## config.mk

```make
export PLATFORM = sky130hd
export DESIGN_NAME = cfg_reg_bank_arb
export DESIGN_NICKNAME = d
export VERILOG_FILES = /design/src/rtl/cfg_bank_pkg.sv /design/src/rtl/cfg_rr_arb2.sv /design/src/rtl/cfg_reg_bank_arb.sv
export SDC_FILE = /design/constraint.sdc
export NUM_CORES = 1
export LEC_CHECK = 0
export CAP_MARGIN = 25
export CORE_AREA = 2 2 236 238
export DETAILED_ROUTE_END_ITERATION = 8
export DIE_AREA = 0 0 238 240
export PLACE_DENSITY_LB_ADDON = 0.08
export SETUP_SLACK_MARGIN = 0.1
export SLEW_MARGIN = 30
export SYNTH_ARGS = -nofsm -noshare
export SYNTH_HDL_FRONTEND = slang
export SYNTH_HIERARCHICAL = 1
export SYNTH_SLANG_ARGS = --single-unit
```

## constraint.sdc

```tcl
create_clock -name CLK -period 16.45 [get_ports CLK]
set_clock_uncertainty 0.05 [all_clocks]
set_input_delay 3.29 -clock CLK [delete_from_list [all_inputs] [get_ports CLK]]
set_output_delay 3.29 -clock CLK [all_outputs]
set_load 0.01 [all_outputs]
```

## src/rtl/cfg_bank_pkg.sv

```systemverilog
// Shared encodings for the config register bank: FSM states, arbiter grant IDs
// and the flat CFG_OUT slice offset helper.
package cfg_bank_pkg;

  typedef enum logic {
    IDLE   = 1'b0,
    COMMIT = 1'b1
  } state_t;

  localparam logic GNT_A = 1'b0;
  localparam logic GNT_B = 1'b1;

  function automatic int cfg_ofs(input int idx, input int width);
    return idx * width;
  endfunction

endpackage

```

## src/rtl/cfg_rr_arb2.sv

```systemverilog
// Two-way round-robin arbiter: combinational one-hot grant, zero latency;
// the requester not granted last wins a contention, and `last` moves only on a grant.
module cfg_rr_arb2
  import cfg_bank_pkg::*;
(
  input  logic       CLK,
  input  logic       RST_N,
  input  logic [1:0] req,
  input  logic       enable,
  output logic [1:0] gnt
);

  logic last;

  always_comb begin
    gnt = 2'b00;
    if (enable) begin
      case (req)
        2'b01:   gnt = 2'b01;
        2'b10:   gnt = 2'b10;
        2'b11:   gnt = (last == GNT_B) ? 2'b01 : 2'b10;
        default: gnt = 2'b00;
      endcase
    end
  end

  always_ff @(posedge CLK) begin
    if (!RST_N) begin
      last <= GNT_B;
    end else if (gnt[GNT_A]) begin
      last <= GNT_A;
    end else if (gnt[GNT_B]) begin
      last <= GNT_B;
    end
  end

endmodule

```

## src/rtl/cfg_reg_bank_arb.sv

```systemverilog
// Shadow/active config register bank: two arbitrated writers fill the shadow copy,
// COMMIT_REQ copies it to the active copy one cycle later; writers stall during a commit.
module cfg_reg_bank_arb
  import cfg_bank_pkg::*;
#(
  parameter int               NREGS = 8,
  parameter int               WIDTH = 32,
  parameter int               AW    = 3,
  parameter logic [WIDTH-1:0] INIT  = '0
) (
  input  logic                   CLK,
  input  logic                   RST_N,
  input  logic                   A_VALID,
  output logic                   A_READY,
  input  logic [AW-1:0]          A_ADDR,
  input  logic [WIDTH-1:0]       A_DATA,
  input  logic                   B_VALID,
  output logic                   B_READY,
  input  logic [AW-1:0]          B_ADDR,
  input  logic [WIDTH-1:0]       B_DATA,
  input  logic                   COMMIT_REQ,
  output logic                   COMMIT_ACK,
  output logic                   DIRTY,
  output logic                   ERR,
  input  logic                   ERR_CLR,
  input  logic [AW-1:0]          SH_RD_ADDR,
  output logic [WIDTH-1:0]       SH_RD_DATA,
  output logic [NREGS*WIDTH-1:0] CFG_OUT
);

  state_t           state;
  state_t           state_nxt;
  logic             arb_en;
  logic [1:0]       gnt;
  logic             wr_en;
  logic             wr_hit;
  logic [AW-1:0]    wr_addr;
  logic [WIDTH-1:0] wr_data;
  logic [WIDTH-1:0] shadow [NREGS];
  logic [WIDTH-1:0] active [NREGS];

  always_comb begin
    state_nxt = state;
    arb_en    = 1'b0;
    case (state)
      IDLE: begin
        if (COMMIT_REQ) begin
          state_nxt = COMMIT;
        end else begin
          arb_en = RST_N;
        end
      end
      COMMIT:  state_nxt = IDLE;
      default: state_nxt = IDLE;
    endcase
  end

  always_ff @(posedge CLK) begin
    if (!RST_N) begin
      state <= IDLE;
    end else begin
      state <= state_nxt;
    end
  end

  cfg_rr_arb2 u_arb (
    .CLK    (CLK),
    .RST_N  (RST_N),
    .req    ({B_VALID, A_VALID}),
    .enable (arb_en),
    .gnt    (gnt)
  );

  assign A_READY    = gnt[GNT_A];
  assign B_READY    = gnt[GNT_B];
  // Suppress the pulse when reset lands on the commit cycle: the copy is dropped too.
  assign COMMIT_ACK = (state == COMMIT) && RST_N;

  assign wr_en   = |gnt;
  assign wr_addr = gnt[GNT_B] ? B_ADDR : A_ADDR;
  assign wr_data = gnt[GNT_B] ? B_DATA : A_DATA;

  always_comb begin
    wr_hit = 1'b0;
    for (int i = 0; i < NREGS; i++) begin
      if (wr_addr == AW'(i)) begin
        wr_hit = 1'b1;
      end
    end
  end

  always_ff @(posedge CLK) begin
    if (!RST_N) begin
      for (int i = 0; i < NREGS; i++) begin
        shadow[i] <= INIT;
      end
    end else if (wr_en) begin
      for (int i = 0; i < NREGS; i++) begin
        if (wr_addr == AW'(i)) begin
          shadow[i] <= wr_data;
        end
      end
    end
  end

  always_ff @(posedge CLK) begin
    if (!RST_N) begin
      for (int i = 0; i < NREGS; i++) begin
        active[i] <= INIT;
      end
    end else if (state == COMMIT) begin
      for (int i = 0; i < NREGS; i++) begin
        active[i] <= shadow[i];
      end
    end
  end

  always_ff @(posedge CLK) begin
    if (!RST_N) begin
      DIRTY <= 1'b0;
    end else if (state == COMMIT) begin
      DIRTY <= 1'b0;
    end else if (wr_en && wr_hit) begin
      DIRTY <= 1'b1;
    end
  end

  // A new error beats a simultaneous clear.
  always_ff @(posedge CLK) begin
    if (!RST_N) begin
      ERR <= 1'b0;
    end else if (wr_en && !wr_hit) begin
      ERR <= 1'b1;
    end else if (ERR_CLR) begin
      ERR <= 1'b0;
    end
  end

  always_comb begin
    SH_RD_DATA = '0;
    for (int i = 0; i < NREGS; i++) begin
      if (SH_RD_ADDR == AW'(i)) begin
        SH_RD_DATA = shadow[i];
      end
    end
  end

  for (genvar g = 0; g < NREGS; g++) begin : g_cfg_out
    assign CFG_OUT[cfg_ofs(g, WIDTH) +: WIDTH] = active[g];
  end

endmodule

```

* Word level (Yosys, flattened, before mapping) *
Memory sizes are Yosys's and may differ from the RTL's.
Index checks and enable logic that the tools add are counted.

cells by class
  mux-type cells = 80
  reductions and logical operators = 10
  equal/unequal tests = 17
  bitwise logic cells = 18

operators by type and width
  operator                                        number
  2-to-1 mux 32 bit                               25
  2-to-1 mux 1 bit                                50
  == test 3 bit (second input constant)           8
  bitwise OR 1 bit                                16
  == test 3 x 2 -> 1 bit (second input constant)  4
  == test 3 x 1 -> 1 bit (second input constant)  2
  zero test 3 bit                                 2
  case mux 2 bit (3 select lines)                 1
  == test 2 bit (second input constant)           2
  2-to-1 mux 2 bit                                2
  nonzero test 2 bit                              2
  OR reduction 2 bit                              2
  logical AND 1 bit                               3
  2-to-1 mux 3 bit                                1
  == test 2 x 1 -> 1 bit (second input constant)  1
  inverter 1 bit                                  2
  case mux 1 bit (2 select lines)                 1
  zero test 1 bit                                 1

storage, ports and cells
  output and inout port bits = 293
  flip-flop bits (word level) = 4
  memories kept = 2
  input port bits = 79
  memory bits (writable) = 512

memory list
  name    depth  width  read ports  clocked after Yosys merged registers in  wr ports  line                    text
  active  8      32     8           0                                        8         cfg_reg_bank_arb.sv:40  logic [WIDTH-1:0] active [NREGS];
  shadow  8      32     8           0                                        8         cfg_reg_bank_arb.sv:39  logic [WIDTH-1:0] shadow [NREGS];

* Logic depth before layout (Yosys ltp) *
Gate-level depths: netlist of run 1.

  depth in word-level cells = 16
  depth in mapped cells = 13
  depth with buffers taken out = 8

* Cells and area by module *
The synthesis of run 1 kept the hierarchy.

modules (own cells, without submodules)
  module            cells each  times used  area an instance (µm²)  seq. area each (µm²)
  cfg_reg_bank_arb  1542        1           21575.7                 15434.8
  cfg_rr_arb2       8           1           56.3                    20.0

* Worst setup path after synthesis of run 1 *
No wires, ideal clock.

  path type = in2reg
  start = input RST_N
  end = memory shadow[2][0], in the netlist shadow[0][64] (enable)
  arrival time = 13353 ps
  setup time = 466 ps
  path slack = 2582 ps
  stages on the path = 12
  data required time = 15934 ps
  path through = clkbuf_1 > clkbuf_1 > nand2b_1 > nor2_1 > nand2_1 > a21oi_1 > buf_2 > buf_4 > nor3b_2 > a21oi_2 > clkbuf_1 > o21ai_0

RTL lines
  what         line                    text
  from (decl)  cfg_reg_bank_arb.sv:12  input logic RST_N,
  to (decl)    cfg_reg_bank_arb.sv:39

* Worst setup path after layout of run 1 *
  start = input SH_RD_ADDR[0]
  end = output SH_RD_DATA[18]

on the way
  word-level cells in the longest chain between the ends = 9
  elaborated cells between the ends (all ways) = 16
  those cells by class = 7 x eq/ne; 8 x mux; 1 x reduce/logical

ends and longest elaborated chain
  what                             line                     text
  from (decl)                      cfg_reg_bank_arb.sv:26   input logic [AW-1:0] SH_RD_ADDR,
  zero test 3 bit                  cfg_reg_bank_arb.sv:142  if (SH_RD_ADDR == AW'(i)) begin
  2-to-1 mux 32 bit (7 in series)  cfg_reg_bank_arb.sv:142
  2-to-1 mux 32 bit *              cfg_reg_bank_arb.sv:142
  to (decl)                        cfg_reg_bank_arb.sv:27   output logic [WIDTH-1:0] SH_RD_DATA,

Mark *: on every way between the ends. The rest lies on a longest branch, timed or not.

==> results of run 1 <==
-- per-layer routing --
metal  share of wire (%)  global-route usage [%]  vias up
li1                    -                       -     6315
met4                 4.3                   10.59        0
met5                   0                       0        -
met1                  37                   27.74     7034
met3                 5.2                   3.651      113
met2                  53                   44.58      482
-- synth_stat cells (6+ instances only) --
master    count  share of area (%)
and2_1       66                1.9
a22oi_1      25               0.87
or2_2        28               0.81
edfxtp_1    512                 71
mux2_2       38                2.0
inv_1        36               0.62
buf_4         8               0.28
a221oi_1     25                1.0
and3_1      193                5.6
mux4_2       10                1.0
mux2i_1      55                2.5
buf_6         6               0.31
buf_2        26               0.60
or2_1        31               0.90
nor2_1      171                3.0
a21oi_1      55                1.3
nand2_1      92                1.6
o21ai_0       8               0.19
nor2_2       29               0.84
o31a_1       25                1.0
clkbuf_1     80                1.4
-- kinds of logic (layout without fill, tap and decap cells) --
logic type             after synthesis  count (layout)  share of synthesized area (%)
muxes                              103             103                          5.564
buffers and inverters              162             528                          3.308
and+or+nand+nor                    622             622                          15.00
DFF                                516             516                          71.44
AOI/OAI and AO/OA                  147             147                          4.685
-- flip-flops by register name, summed over array words and instances (netlist names) --
| register | count |
|---|---|
| active | 256 |
| shadow | 256 |
| DIRTY | 1 |
| ERR | 1 |
| state | 1 |
| u_arb/last | 1 |
-- cells in the final DEF (no fill, tap or decap), drive strengths merged, types with 28 or more instances in the layout --
cell type	synthesis	final
a21oi	56	56
and2	66	66
and3	193	193
buf	45	28
clkbuf	80	68
clkdlybuf4s50	0	367
edfxtp	512	512
inv	37	38
mux2	38	38
mux2i	55	55
nand2	92	92
nor2	200	200
or2	59	59
-- worst register-to-register path: cells and delay by family, from the launching register on --
kind,cells,cell delay [ns]
and+or+nand+nor,6,2.85
buffers and inverters,2,1.00
DFF,1,0.54
AOI/OAI and AO/OA,2,0.29
-- stage by stage --
step           setup WS [ns]  power, mW  hold slack, ns
2_1_floorplan          2.582      1.739          0.4041
3_3_place_gp           6.739      1.939          0.3715
3_5_place_dp           6.861      1.939          0.3716
4_1_cts                6.857      3.123          0.3844
5_1_grt                6.750      3.189          0.3914
6_report               6.877      3.094          0.3888
-- worst max path at each step --
stage,to,slack [ns],cells past startpoint
after floorplan,shadow[0][64],2.58,12
final,SH_RD_DATA[18],6.88,6
after global routing,SH_RD_DATA[17],6.75,6
after detailed placement,SH_RD_DATA[17],6.86,6
after global placement,SH_RD_DATA[14],6.74,5
after CTS,SH_RD_DATA[17],6.86,6
-- power breakdown --
group	switching [mW]	internal (mW)
combinational	0.181	0.148
sequential	0.0478	1.53
clock	0.499	0.687
-- cell type report --
type / count / area, µm²
well taps: 704 / 880.8
flip-flops and latches: 516 / 15460
clock inverters: 28 / 220.2
multi-input cells: 872 / 5638
fillers: 4709 / 26950
inverters: 37 / 138.9
repair buffers: 395 / 3905
clock buffers: 68 / 1468
==> flow_summary.json, run 1 <==
{
  "power_density_nw_per_um2": 111.6,
  "ctsResizeCount": 0,
  "hpwl_mm": 47.50,
  "critical-path-top-delay-family": "buffers and inverters",
  "io_pins": 372,
  "clock_latency_ns": 0.61,
  "grt_pass1_wl_mm": 98.81,
  "via_count": 13940,
  "synthFlopType": "edfxtp_1",
  "drtPass1Iterations": 5,
  "cts_buffers": 55,
  "cts_tree": "done",
  "finalWeightedCongestion": 0.8314,
  "cpMostUsedCell": "buf_4",
  "path_class": "input pin to output pin",
  "viasPerCell": 5.322,
  "hold_end": "ERR",
  "end_kind": "output pin",
  "ant_nets": 0,
  "cts_max_path_buffers": 3,
  "fmax_ghz": 0.1045,
  "setup_violations": 0,
  "synth_cell_type_count": 39,
  "min_path_type": "register to register",
  "final.min_clock_period_ns": 9.573,
  "synthCells": 1550,
  "placed_area_um2": 26000,
  "path_cells": "buf_4 > buf_4 > buf_4 > mux4_2 > mux2_2 > clkdlybuf4s50_1",
  "synthesis.nets": 1629,
  "start_kind": "input pin",
  "final_nets": 1956,
  "cts_setup_buffers": 0,
  "r2r-end": "shadow[1][4]",
  "yosysWarnings": 6,
  "leakage_nw": 10.62,
  "wl_mm": 69.52,
  "min_from": "ERR",
  "grt_setup_unrepaired": "no",
  "track_usage_pct": 24.14,
  "drt_first_iter_violations": 1077,
  "grt.overflow.total": 0,
  "slew_headroom_pct": 34.62,
  "critPathMaxStageDelay_ns": 0.76,
  "status": "completed",
  "antenna_found_initial": 0,
  "clock_sinks": 516,
  "antennaDiodeCount": 0,
  "hold_viol": 0,
  "slowest_stage": "buf_4",
  "vdd_drop_max_mv": 0.06763,
  "fin_cells": 2620,
  "setup.worst_path.start": "SH_RD_ADDR[0]",
  "hold_depth": 2,
  "dieArea_um2": 57120,
  "die_x_um": 238,
  "setup-tns-final_ns": 0,
  "ys_seq_elements": 516,
  "post-route-period-util_pct": 58.19,
  "clk_pin_slew_ns": 0.06,
  "syn_to_final_growth_pct": 28.09,
  "syn_area_um2": 21630,
  "h-tree-depth": 2,
  "io_buffers": 371,
  "critPathRequiredTime_ns": 13.11,
  "placed_cells": 2524,
  "root_buffer": "clkbuf_16",
  "max_cap_violations": 0,
  "utilization_pct": 50.69,
  "ys_async_sr_fraction_pct": 0,
  "drc": 0,
  "worst_pin_slew_ns": 0.9807,
  "wire_per_inst_um": 26.53,
  "critPathBufInv": 4,
  "synth_edf_count": 512,
  "r2r_slack_ns": 11.28,
  "ys_seq_area_share_pct": 71.44,
  "final_cell_area_um2": 27710,
  "slew_violations": 0,
  "cp_data_arrival_time_ns": 6.23,
  "drive_gt1_share_pct": 11.64,
  "rr_startpoint": "state",
  "die_y_um": 240,
  "grt_max_degree": 135,
  "rows": 86,
  "grt_pass1_vias": 14530,
  "cp_max_fo": 65,
  "ctsHoldBuffers": 0,
  "start_util_pct": 39.57,
  "syn_area_per_cell_um2": 13.96,
  "ff2ff_path_depth": 10,
  "core_um2": 54660
}
Note: power is estimated with default switching activity, not from simulation.
==> inputs of run 2 (changes only) <==
- clock period: 16.45 -> 8.35 ns (I/O delays scaled with it)
==> run 2 against run 1 <==
  * Sequential power grew 96%
  * First-iteration DRC count increased by 5.2%
  * Critical endpoint is now B_READY
  * Die area unchanged
  * Critical path type unchanged
  * Largest cell class unchanged
==> flow_summary.json, run 2 (synthesized netlist as in run 1, its figures left out) <==
{
  "path_class": "input pin to output pin",
  "die_x_um": 238,
  "track_usage_pct": 23.72,
  "final_common_cell": "edfxtp_1",
  "fmax_ghz": 0.1546,
  "grt_pass1_wl_mm": 97.52,
  "end_kind": "output pin",
  "ant_nets": 0,
  "final_cell_mix": "edfxtp_1, clkdlybuf4s50_1, and3_1",
  "clock_latency_ns": 0.60,
  "top_regs": "active (256), shadow (256)",
  "min_from": "ERR",
  "antenna_found_initial": 0,
  "grt_setup_unrepaired": "no",
  "cts_buffers": 56,
  "drtPass1Iterations": 6,
  "via_count": 14030,
  "dieArea_um2": 57120,
  "clk_pin_slew_ns": 0.06,
  "hpwl_mm": 46.05,
  "grt_pass1_vias": 14420,
  "cts_max_path_buffers": 3,
  "p_seq_share_pct": 50.5,
  "cts_tree": "done",
  "slew_headroom_pct": 32.84,
  "clock_sinks": 516,
  "swShare_pct": 23.72,
  "setup-tns-final_ns": 0,
  "ctsHoldBuffers": 0,
  "status": "completed",
  "start_kind": "input pin",
  "setup_violations": 0,
  "core_um2": 54660,
  "critical-path-top-delay-family": "buffers and inverters",
  "fin_ws_ns": 1.881,
  "setup.worst_path.start": "RST_N",
  "cts_setup_buffers": 0,
  "path_cells": "buf_6 > nand2b_4 > nor2_1 > nand2_1 > a21oi_4 > buf_16 > buf_4 > clkdlybuf4s50_1",
  "wl_mm": 68.33,
  "min_path_type": "register to register",
  "start_util_pct": 39.57,
  "fillers": 4773,
  "rows": 86,
  "pre_cts_ws_ns": 1.519,
  "max_cap_violations": 0,
  "drc": 0,
  "grt_max_degree": 111,
  "root_buffer": "clkbuf_16",
  "viasPerCell": 5.331,
  "syn_to_final_growth_pct": 28.50,
  "slowest_stage": "clkdlybuf4s50_1",
  "netSwitchingPower_mw": 1.456,
  "final.min_clock_period_ns": 6.469,
  "antennaDiodeCount": 0,
  "cp_data_arrival_time_ns": 4.75,
  "critPathRequiredTime_ns": 6.63,
  "grt.overflow.total": 0,
  "vdd_drop_max_mv": 0.1549,
  "finalWeightedCongestion": 0.8756,
  "final_nets": 1960,
  "drive_gt1_share_pct": 12.34,
  "combPwrFrac_pct": 10.7,
  "hold_viol": 0,
  "io_pins": 372,
  "post-route-period-util_pct": 77.47,
  "worst_pin_slew_ns": 1.007,
  "critPathMaxStageDelay_ns": 0.59,
  "slew_violations": 0,
  "ctsResizeCount": 0,
  "rr_startpoint": "state",
  "cp_max_fo": 95,
  "io_buffers": 371,
  "h-tree-depth": 2,
  "wire_per_inst_um": 25.96,
  "internal-power_mw": 4.683,
  "critPathBufInv": 4,
  "clockPowerShare_pct": 38.8,
  "power_density_nw_per_um2": 220.8,
  "drt_first_iter_violations": 1133,
  "die_y_um": 240,
  "leakage_nw": 10.67
}
## run 2: cell types whose count changed in the layout (fill, tap and decap cells not counted)
cell | previous run | this run
clkbuf_1 | 11 | 16
nand2_2 | 0 | 2
o32a_4 | 1 | 0
buf_6 | 3 | 4
clkinvlp_4 | 0 | 1
o32a_2 | 0 | 1
inv_6 | 1 | 3
buf_16 | 0 | 1
clkinv_2 | 4 | 12
nand2_4 | 2 | 0
clkinv_4 | 0 | 1
clkinv_1 | 19 | 11
buf_4 | 23 | 24
## run 2: cell type report
class                           count  area, µm²  area share, %
Multi-Input combinational cell    872       5617          20.21
Tap cell                          704      880.8          3.169
Sequential cell                   516      15460          55.61
Clock buffer                       73       1486          5.348
Clock inverter                     32      264.0         0.9498
Timing Repair Buffer              398       3951          14.21
Inverter                           37      138.9         0.4996
## run 2: stage by stage
stage	utilization, %	total power [mW]	cell area, µm²	hold WS, ns	instances
2_1_floorplan	-	3.408	21640	0.4041	1550
3_3_place_gp	47.54	3.813	25990	0.3728	2525
3_5_place_dp	47.56	3.814	25990	0.3802	2525
4_1_cts	50.76	6.196	27750	0.3887	2630
5_1_grt	50.85	6.331	27800	0.4141	2632
6_report	50.85	6.139	27800	0.3894	2632
## run 2: worst paths after layout
kind                                 endpoint  slack [ns]  depth (start not counted)
worst max-delay path                  B_READY        1.88                          8
worst min-delay path                      ERR        0.39                          2
worst max register to register  shadow[1][34]        3.49                          8
worst min register to register            ERR        0.39                          2
## run 2: layer usage
layer,track usage (%),part of all wire (%)
met5,0,0
met1,28.45,38
met4,9.148,3.6
met2,43.19,53
met3,3.375,5.6
## run 2: power by group through the flow
| stage | Clock [mW] | Combinational [mW] | Sequential [mW] |
|---|---|---|---|
| after global routing | 2.52 | 0.698 | 3.11 |
| after global placement | 0 | 0.661 | 3.15 |
| after CTS | 2.43 | 0.667 | 3.10 |
| after floorplan | 0 | 0.248 | 3.16 |
| after detailed placement | 0 | 0.664 | 3.15 |
| final | 2.38 | 0.658 | 3.10 |
## run 2: worst reg2reg max path, cell delays in order (launching register included)
cell,delay [ns]
dfxtp_4,0.54
nand2b_4,0.62
nor2_1,0.34
nand2_1,0.15
a21oi_4,0.49
o32a_2,0.87
or2_2,0.24
buf_4,0.47
nand2_2,0.62
==> inputs of run 3 (changes only) <==
- clock period: 8.35 -> 5.5 ns (I/O delays scaled with it)
==> run 3 against run 2 <==
  * Global-route usage is 0.21 points higher
  * Critical path type unchanged
  * Worst setup slack worse by 1.1 ns
  * Final cell count hardly changed
  * Hold slack worse by 0.0038 ns
  * Sequential share of layout area is 0.24 points lower
  * Cell area is 0.44% higher
  * Register-to-register slack worse by 1.4 ns
  * Sequential power is 52% higher
  * First-iteration DRC count is 3.6% lower
  * Clock power is 53% higher
==> flow_summary.json, run 3 (synthesized netlist as in run 1, its figures left out) <==
{
  "antennaDiodeCount": 0,
  "slowest_stage": "nor2b_2",
  "drc": 0,
  "finalWeightedCongestion": 0.9140,
  "r2r-end": "shadow[1][32]",
  "post-route-period-util_pct": 85.69,
  "hold_viol": 0,
  "root_buffer": "clkbuf_16",
  "hold_end": "ERR",
  "clk_pin_slew_ns": 0.06,
  "clock_sinks": 516,
  "fin_ws_ns": 0.7872,
  "core_um2": 54660,
  "finalPower_mw": 9.341,
  "cp_max_fo": 17,
  "die_y_um": 240,
  "hpwl_mm": 47.20,
  "rows": 86,
  "final.min_clock_period_ns": 4.713,
  "syn_to_final_growth_pct": 29.06,
  "clock_latency_ns": 0.61,
  "hold_depth": 2,
  "final_cell_mix": "edfxtp_1, clkdlybuf4s50_1, and3_1",
  "grt_pass1_vias": 14630,
  "drt_first_iter_violations": 1092,
  "grt_max_degree": 222,
  "power_density_nw_per_um2": 334.6,
  "track_usage_pct": 23.93,
  "io_pins": 372,
  "min_path_type": "register to register",
  "antenna_found_initial": 0,
  "multi_input_area_um2": 5638,
  "rr_startpoint": "state",
  "final_nets": 1967,
  "fillers": 4757,
  "via_count": 14050,
  "min_from": "ERR",
  "critPathBufInv": 3,
  "r2r_slack_ns": 2.06,
  "cpMostUsedCell": "buf_4",
  "setup-tns-final_ns": 0,
  "setup_violations": 0,
  "pre_cts_ws_ns": 0.7710,
  "start_kind": "input pin",
  "max_cap_violations": 0,
  "dieArea_um2": 57120,
  "final_common_cell": "edfxtp_1",
  "ctsResizeCount": 0,
  "met3_usage_pct": 3.479,
  "placed_cells": 2533,
  "slew_headroom_pct": 37.95,
  "fin_cells": 2633,
  "ctsHoldBuffers": 0,
  "register_area_um2": 15460,
  "grt_use_met1_pct": 28.53,
  "cts_max_path_buffers": 3,
  "ff2ff_path_depth": 9,
  "end_kind": "output pin",
  "wl_mm": 68.53,
  "fmax_ghz": 0.2122,
  "holdWs_ns": 0.3856,
  "grt_setup_unrepaired": "no",
  "drive_gt1_share_pct": 12.55,
  "cts_setup_buffers": 0,
  "grt.overflow.total": 0,
  "status": "completed",
  "start_util_pct": 39.57,
  "cp_data_arrival_time_ns": 3.56,
  "critical-path-top-delay-family": "buffers and inverters",
  "io_buffers": 371,
  "wire_per_inst_um": 26.03,
  "worst_pin_slew_ns": 0.9308,
  "top_regs": "active (256), shadow (256)",
  "ant_nets": 0,
  "drtPass1Iterations": 5,
  "path_cells": "buf_4 > nor2b_2 > buf_4 > a221oi_1 > a21oi_1 > o31a_1 > clkdlybuf4s50_1",
  "cts_tree": "done",
  "slew_violations": 0,
  "grt_pass1_wl_mm": 98.30,
  "grt_busiest_layer": "met2",
  "critPathMaxStageDelay_ns": 0.66,
  "critPathRequiredTime_ns": 4.35,
  "vdd_drop_max_mv": 0.2168,
  "leakage_nw": 10.72,
  "h-tree-depth": 2,
  "die_x_um": 238,
  "path_class": "input pin to output pin",
  "cts_buffers": 56,
  "viasPerCell": 5.336,
  "grt_util_met2_pct": 44.56
}
## run 3: worst max path at each step
stage,startpoint,to,cells past startpoint
floorplan,RST_N,shadow[0][0],12
global placement,SH_RD_ADDR[1],SH_RD_DATA[14],7
detailed placement,SH_RD_ADDR[1],SH_RD_DATA[14],7
CTS,SH_RD_ADDR[1],SH_RD_DATA[14],7
global route,SH_RD_ADDR[1],SH_RD_DATA[14],7
finish,SH_RD_ADDR[1],SH_RD_DATA[14],7
## run 3: layer usage
| layer | wire length (µm) | up-vias |
|---|---|---|
| li1 | - | 6338 |
| met1 | 26110 | 7069 |
| met2 | 36690 | 539 |
| met3 | 3558 | 103 |
| met4 | 2169 | 0 |
| met5 | 0 | - |
## run 3: cell type report
class                           count  share of cell area, %
Sequential cell                   516                  55.37
Multi-Input combinational cell    872                  20.19
Timing Repair Buffer              405                  14.56
Clock buffer                       72                  5.311
Tap cell                          704                  3.155
Clock inverter                     27                 0.9098
Inverter                           37                 0.4975
## run 3: worst register-to-register path, stage by stage (launching register included)
cell and delay [ns]:
dfxtp_4 0.47, nand2b_4 0.20, nor2_1 0.17, nand2_1 0.13
a21oi_4 0.45, and3b_1 0.25, a21oi_2 0.31, or2_2 0.58
buf_4 0.48, nor2_1 0.09
## run 3: metrics by stage
step / area (µm²) / utilization (%)
after floorplan: 21770 / -
after global placement: 26130 / 47.80
after detailed placement: 26150 / 47.85
after CTS: 27890 / 51.02
after global routing: 27920 / 51.07
final: 27920 / 51.07
## run 3: where the power goes
part | switching (mW) | leakage (nW) | internal (mW)
logic | 0.552 | 4.53 | 0.455
clock network | 1.51 | 0.850 | 2.12
registers | 0.129 | 5.34 | 4.58
